[config.mk]
export PLATFORM = sky130hd
export DESIGN_NAME = video_timing_gen
export DESIGN_NICKNAME = d
export VERILOG_FILES = /design/src/rtl/video_timing_gen.sv
export SDC_FILE = /design/constraint.sdc
export NUM_CORES = 1
export LEC_CHECK = 0
export CELL_PAD_IN_SITES_DETAIL_PLACEMENT = 0
export CELL_PAD_IN_SITES_GLOBAL_PLACEMENT = 2
export CORE_ASPECT_RATIO = 1.4
export CORE_MARGIN = 4
export CORE_UTILIZATION = 28
export DETAILED_ROUTE_END_ITERATION = 8
export PLACE_DENSITY_LB_ADDON = 0.1
export SYNTH_ARGS = -nofsm -noshare
export SYNTH_HDL_FRONTEND = slang
export SYNTH_SLANG_ARGS = --single-unit
export TNS_END_PERCENT = 30
[constraint.sdc]
create_clock -name i_pixclk -period 2.5 [get_ports i_pixclk]
set_input_delay 0.375 -clock i_pixclk [delete_from_list [all_inputs] [get_ports i_pixclk]]
set_output_delay 0.375 -clock i_pixclk [all_outputs]
set_load 0.03 [all_outputs]
[src/rtl/video_timing_gen.sv]
// Raster timing generator with a two-stage output pipeline and an IDLE/RUN/DRAIN frame controller.
// Define COLOR_BAR_EN to replace the upstream pixel stream with an internal eight-bar test pattern.
module video_timing_gen #(
   parameter int H_ACTIVE = 640,
   parameter int H_FP     = 16,
   parameter int H_SYNC   = 96,
   parameter int H_BP     = 48,
   parameter int V_ACTIVE = 480,
   parameter int V_FP     = 10,
   parameter int V_SYNC   = 2,
   parameter int V_BP     = 33,
   parameter int SYNC_POL = 0
) (
   input  logic        i_pixclk,
   input  logic        i_reset_n,
   input  logic        i_en,
   input  logic [23:0] i_pix_data,
   output logic        o_pix_req,
   output logic [10:0] o_x,
   output logic [9:0]  o_y,
   output logic [23:0] o_rgb_data,
   output logic        o_hsync,
   output logic        o_vsync,
   output logic        o_de,
   output logic        o_frame_start
);

   localparam int H_TOTAL = H_ACTIVE + H_FP + H_SYNC + H_BP;
   localparam int V_TOTAL = V_ACTIVE + V_FP + V_SYNC + V_BP;

   localparam logic [10:0] H_LAST = 11'(H_TOTAL - 1);
   localparam logic [10:0] H_ACT  = 11'(H_ACTIVE);
   localparam logic [10:0] HS_BEG = 11'(H_ACTIVE + H_FP);
   localparam logic [10:0] HS_END = 11'(H_ACTIVE + H_FP + H_SYNC);
   localparam logic [9:0]  V_LAST = 10'(V_TOTAL - 1);
   localparam logic [9:0]  V_ACT  = 10'(V_ACTIVE);
   localparam logic [9:0]  VS_BEG = 10'(V_ACTIVE + V_FP);
   localparam logic [9:0]  VS_END = 10'(V_ACTIVE + V_FP + V_SYNC);

   localparam logic SYNC_ACT = (SYNC_POL != 0);

   typedef enum logic [1:0] {IDLE, RUN, DRAIN} state_t;

   state_t      state;
   logic [10:0] h_cnt;
   logic [9:0]  v_cnt;
   logic        h_last;
   logic        v_last;

   assign h_last = (h_cnt == H_LAST);
   assign v_last = (v_cnt == V_LAST);

   // A frame that has started always runs to its last position; i_en only decides what follows it.
   always_ff @(posedge i_pixclk or negedge i_reset_n) begin
      if (!i_reset_n) begin
         state <= IDLE;
         h_cnt <= '0;
         v_cnt <= '0;
      end else begin
         case (state)
            IDLE: begin
               if (i_en) state <= RUN;
            end
            RUN, DRAIN: begin
               if (h_last) begin
                  h_cnt <= '0;
                  v_cnt <= v_last ? '0 : v_cnt + 10'd1;
               end else begin
                  h_cnt <= h_cnt + 11'd1;
               end
               if (h_last && v_last) state <= i_en ? RUN : IDLE;
               else                  state <= i_en ? RUN : DRAIN;
            end
            default: state <= IDLE;
         endcase
      end
   end

   // ---- stage 0: decode of the counted position
   logic vld_p0;
   logic act_p0;
   logic hs_p0;
   logic vs_p0;
   logic fs_p0;

   assign vld_p0 = (state != IDLE);
   assign act_p0 = vld_p0 && (h_cnt < H_ACT) && (v_cnt < V_ACT);
   assign hs_p0  = vld_p0 && (h_cnt >= HS_BEG) && (h_cnt < HS_END);
   assign vs_p0  = vld_p0 && (v_cnt >= VS_BEG) && (v_cnt < VS_END);
   assign fs_p0  = vld_p0 && (h_cnt == 11'd0) && (v_cnt == 10'd0);

   // ---- stage 1: pixel request towards the upstream source
   logic        vld_p1;
   logic [10:0] x_p1;
   logic [9:0]  y_p1;
   logic        hs_p1;
   logic        vs_p1;
   logic        fs_p1;

   always_ff @(posedge i_pixclk or negedge i_reset_n) begin
      if (!i_reset_n) begin
         vld_p1 <= 1'b0;
         x_p1   <= '0;
         y_p1   <= '0;
         hs_p1  <= 1'b0;
         vs_p1  <= 1'b0;
         fs_p1  <= 1'b0;
      end else begin
         vld_p1 <= act_p0;
         x_p1   <= act_p0 ? h_cnt : '0;
         y_p1   <= act_p0 ? v_cnt : '0;
         hs_p1  <= hs_p0;
         vs_p1  <= vs_p0;
         fs_p1  <= fs_p0;
      end
   end

   assign o_pix_req = vld_p1;
   assign o_x       = x_p1;
   assign o_y       = y_p1;

   // ---- stage 2: encoder-facing timing and pixel data
   logic vld_p2;
   logic hs_p2;
   logic vs_p2;
   logic fs_p2;

   always_ff @(posedge i_pixclk or negedge i_reset_n) begin
      if (!i_reset_n) begin
         vld_p2 <= 1'b0;
         hs_p2  <= ~SYNC_ACT;
         vs_p2  <= ~SYNC_ACT;
         fs_p2  <= 1'b0;
      end else begin
         vld_p2 <= vld_p1;
         hs_p2  <= hs_p1 ? SYNC_ACT : ~SYNC_ACT;
         vs_p2  <= vs_p1 ? SYNC_ACT : ~SYNC_ACT;
         fs_p2  <= fs_p1;
      end
   end

   assign o_de          = vld_p2;
   assign o_hsync       = hs_p2;
   assign o_vsync       = vs_p2;
   assign o_frame_start = fs_p2;

`ifdef COLOR_BAR_EN
   localparam logic [10:0] BAR_W = 11'(H_ACTIVE / 8);

   // Packing is {blue, green, red}.
   function automatic logic [23:0] bar_colour(input logic [10:0] x);
      logic [10:0] bar;
      bar = x / BAR_W;
      case (bar[2:0])
         3'd0:    return 24'hFFFFFF;
         3'd1:    return 24'h00FFFF;
         3'd2:    return 24'hFFFF00;
         3'd3:    return 24'h00FF00;
         3'd4:    return 24'hFF00FF;
         3'd5:    return 24'h0000FF;
         3'd6:    return 24'hFF0000;
         default: return 24'h000000;
      endcase
   endfunction

   logic [23:0] rgb_p2;

   always_ff @(posedge i_pixclk or negedge i_reset_n) begin
      if (!i_reset_n) rgb_p2 <= '0;
      else            rgb_p2 <= vld_p1 ? bar_colour(x_p1) : '0;
   end

   assign o_rgb_data = rgb_p2;
`else
   // Upstream answers a request one cycle later, which lines its data up with o_de.
   assign o_rgb_data = vld_p2 ? i_pix_data : '0;
`endif

endmodule

Word-level counts from Yosys, hierarchy flattened --
Index checks and enable logic that the tools add are counted.
Cells by class: add/sub/neg operators 2, multiply operators 0, divide/modulo/power cells 0, $lt $le $gt $ge 6, eq/ne operators 5, shift operators 0, mux-type cells 12, bitwise gates (word level) 0, reduce and logical (&&, ||, !) cells 15
Operators with widths (number):
- $mux W24 | 1
- $lt A11 B10 Y1 const B | 2
- $mux W11 | 2
- $lt A10 B9 Y1 const B | 2
- $mux W10 | 2
- $add A11 B1 Y11 const B | 1
- $eq A11 B10 Y1 const B | 1
- $ge A11 B10 Y1 const B | 1
- $logic_not A11 Y1 | 1
- $add A10 B1 Y10 const B | 1
- $eq A10 B10 Y1 const B | 1
- $ge A10 B9 Y1 const B | 1
- $logic_not A10 Y1 | 1
- $logic_and A1 B1 Y1 | 9
- $mux W2 | 3
- $pmux W2 S2 | 1
- $mux W1 | 3
- $eq A2 B1 Y1 const B | 1
- $eq A2 B2 Y1 const B | 1
- $logic_not A2 Y1 | 1
- $ne A2 B2 Y1 const B | 1
- $reduce_and A2 Y1 | 1
- $reduce_bool A2 Y1 | 1
- $reduce_or A2 Y1 | 1
Storage, ports and cells: register bits after elaboration 52, latch bits 0, RAM bits 0, bits in read-only memories 0, word-level logic and storage cells 53, memories kept 0

Longest topological paths before layout --
depth in word-level cells 4, gate-level depth with buffers 8

Worst setup path before layout --
Ideal clock, no wire load.
path kind reg2reg, start reg state[1], end reg v_cnt[3], arrival 2.020 ns, data required time 2.431 ns, slack 0.411 ns, stages on the path, launching flop included 9, buffers on the path 2, cells stage by stage dfrtp_1 inv_1 ha_1 buf_2 nand4_4 or4b_1 buf_2 or3_1 nand3_1
Between the ends: word-level cells in the longest chain between the ends 3, elaborated cells on any way between the ends 4, those cells by class eq/ne (2); reduce/logical (2)
RTL lines:
- start, declared | RTL line 44 | state_t state;
- start signal, assigned | RTL line 71 | if (h_last && v_last) state <= i_en ? RUN : IDLE;
- start signal, assigned | RTL line 72 | else state <= i_en ? RUN : DRAIN;
- $eq A2 B1 Y1 / $eq A2 B2 Y1 (equally long branches) | RTL line 60 | case (state)
- $reduce_or A2 Y1 * | RTL line 60
- $reduce_and A2 Y1 (no source line) *
- end signal, assigned | RTL line 67 | v_cnt <= v_last ? '0 : v_cnt + 10'd1;
- end, declared | RTL line 46 | logic [9:0] v_cnt;
Every way passes the cells marked *; elsewhere a longest branch is shown, timed or not. A chain may end at the register's enable or synchronous reset.

Worst setup path in the final report --
start reg vld_p2, in the netlist o_de, end out o_rgb_data[12]
Between the ends: word-level cells in the longest chain between the ends 1
RTL lines:
- start, declared | RTL line 123 | logic vld_p2;
- start signal, assigned | RTL line 135 | vld_p2 <= vld_p1;
- $mux W24 | RTL line 176 | assign o_rgb_data = vld_p2 ? i_pix_data : '0;
- end, declared | RTL line 21 | output logic [23:0] o_rgb_data,
Every way passes these cells.

==> impl_metrics.toml <==
[pwr]
powerDensity_nw_per_um2 = 923
p_leak_nw = 1.49
ir_drop_uv = 656

[worst_setup_path]
endpoint_kind = "primary output"
max_stage_delay_ps = 670
timing.rr.end = "v_cnt[3]$_DFFE_PN0P_"
critical_path.top_delay_family = "buffers and inverters"
start_kind = "register"
reg2reg_slack_ps = 340
crit_start = "o_de$_DFF_PN0_"
worstPathCellList = "and2_1, clkdlybuf4s50_1"
crit_type = "reg2out"
r2r_cells = 6
worst-path-buf-inv = 1
critPathArrivalTime_ps = 1830
required_ps = 2120
rr_startpoint = "state[0]$_DFFE_PN0P_"
cpMaxStageDelayCell = "clkdlybuf4s50_1"
worstPathMaxFanout = 25

[floorplan]
io_pins = 77
die_h_um = 117
start_util = 0.288
dieWidth_um = 85.9
die-area_um2 = 10100
fp.coreArea_um2 = 8250
row_count = 39

[global_route]
grt_pass1_wl_mm = 9.49
grt_use_total = 0.120
grt_max_degree = 53
antenna_found_initial = 0
grt_pass1_vias = 1862
grt_remaining_overflow = 0

[clocking]
clkTransAtPathRegs_ps = 70
postCtsResizedCells = 0
htree_num_levels = 2
hold_buffers = 0
cts_sinks = 52
clock_latency_ps = 290
cts_buffers = 5
cts_setup_buffers = 0
root_buffer = "clkbuf_16"
cts_tree = "yes"
clock_path_buffers = 2

[sta]
tightest_slew_ps = 662
finalSetupTns_ps = 0
maxSlewHeadroom = 0.559
finalHoldViolations = 0
rsz0062_at_grt = "false"
setup_viol = 0
finalClockSkew_ps = 5.33
max_freq_ghz = 0.454
post-route-period-util = 0.881
layout_min_cycle_time_ps = 2200
finalMaxSlewViolations = 0

[synth]
synthTopCellsByCount = "dfrtp_1 (50), and2_1 (44), inv_1 (12), nand2_1 (12), nand3_1 (10)"
synth_area_um2 = 2380
synth_seq_cells = 52
syn_inst = 218
synth-simple-area-share = 0.286
synthArstFlopShare = 1.00
yosysUniqueCellTypes = 38
ys_warn_count = 0
ys_seq_area_frac = 0.548
synthFlopType = "dfrtp_1"
yosysTopAreaCellShare = 0.526
yosysMostFrequentCell = "dfrtp_1"
yosys-top-cells-area = "dfrtp_1 (53%), and2_1 (12%), ha_1 (3.2%), dfstp_2 (2.2%), xnor2_1 (2.2%)"
synth_enable_flop_cells = 0
synth_top_area_cell = "dfrtp_1"
synthAdderAreaFrac = 0.0316
synth_compound_area_frac = 0.0458
syn_avg_cell_area_um2 = 10.9
synth-xor-area-share = 0.0405
synth.area.mux_share = 0.00421
synth_top_family_by_area = "simple AND/OR/NAND/NOR gates"

[layout]
n_antenna_cell = 0
final_nets = 333
final_cell_count_no_fill = 403
area_delta_synth_final_pct = 44.9
multiInputGateArea_um2 = 978
num-fill-cells = 781
regArea_um2 = 1300
drive_above_1_share = 0.0831

[detailed_routing]
wl_per_cell_um = 13.8
ant_nets = 0
drcViolationCount = 0
vias_per_cell = 4.50
wl_mm = 5.55
dr.pass1.iters = 4
drtIter0Drc = 70
vias = 1814

[placement]
port-buffer-count = 76
gp_congestion = 0.715
dp_cells = 395
dp_hpwl_mm = 4.14

[run_status]
outcome = "finished clean"

[job]
cap_violations = 0

[hold_path]
hold_path_class = "in2async"
## power breakdown
part           internal (W)  switching [W]  total [W]
Combinational      0.000601       0.000731    0.00133
Sequential         0.000965       0.000115    0.00108
Clock              0.000470       0.000299   0.000769
## worst register-to-register path: stages (launching register included)
cell     delay, ps
dfrtp_1        360
inv_1           60
ha_1           390
nand4_4        100
or4b_1         700
or3_1          410
nand3_1         80
## state kept, by name (all words and copies together), names as in the netlist, 2 cells and up
signal and cells:
o_y 10, h_cnt 11, o_x 11, v_cnt 10, state 2
## worst max path at each step
stage,endpoint,slack (ps),depth (start not counted)
final,o_rgb_data[12],300,2
after global routing,o_rgb_data[23],80,2
after floorplan,v_cnt[3]$_DFFE_PN0P_,410,8
after CTS,o_rgb_data[12],230,2
after global placement,v_cnt[3]$_DFFE_PN0P_,380,6
after detailed placement,v_cnt[3]$_DFFE_PN0P_,340,6
## kinds of logic after synthesis
logic type      count (synthesis)
flops                          52
buf+inv                        23
compound gates                 18
fa+ha+maj                       6
other cells                     1
xor+xnor                       11
simple gates                  106
mux                             1
## layer usage
| layer | track usage | vias up | wire (um) |
|---|---|---|---|
| met5 | 0 | - | 0 |
| met4 | 0.0444 | 0 | 88 |
| met3 | 0.0406 | 7 | 512 |
| met2 | 0.201 | 72 | 2690 |
| met1 | 0.142 | 839 | 2260 |
| li1 | - | 896 | - |
## layout by cell type (no fill, tap or decap), types with 3 or more instances in the layout
cell and instances:
xor2_1 5, nand2_1 12, nand4_1 5, nor4_1 3, inv_1 12, and3_1 6, a21oi_1 3, nor2_1 5
clkdlybuf4s50_1 75, o21ai_0 9, ha_1 6, nand3_1 10, and2_1 44, nor3_1 5, clkbuf_16 5, xnor2_1 6
dfrtp_1 50, buf_4 9
## metrics by stage
stage / area (um^2) / worst slack (ps) / hold WS [ps] / power, W / util
finish: 3450 / 297 / 194 / 0.00318 / 0.418
global route: 3450 / 83.3 / 269 / 0.00340 / 0.418
CTS: 3450 / 232 / 225 / 0.00324 / 0.418
detailed placement: 3280 / 344 / 335 / 0.00246 / 0.398
global placement: 3280 / 381 / 333 / 0.00246 / 0.398
floorplan: 2380 / 411 / 79.4 / 0.00191 / -
## cell type report
type                    instances  share of cell area
multi-input cells             144               0.284
clock inverters                 3              0.0123
well taps                     102              0.0370
inverters                      12              0.0131
flip-flops and latches         52               0.378
repair buffers                 85               0.239
clock buffers                   5              0.0363
No activity file was read; power rests on OpenSTA's default activity.
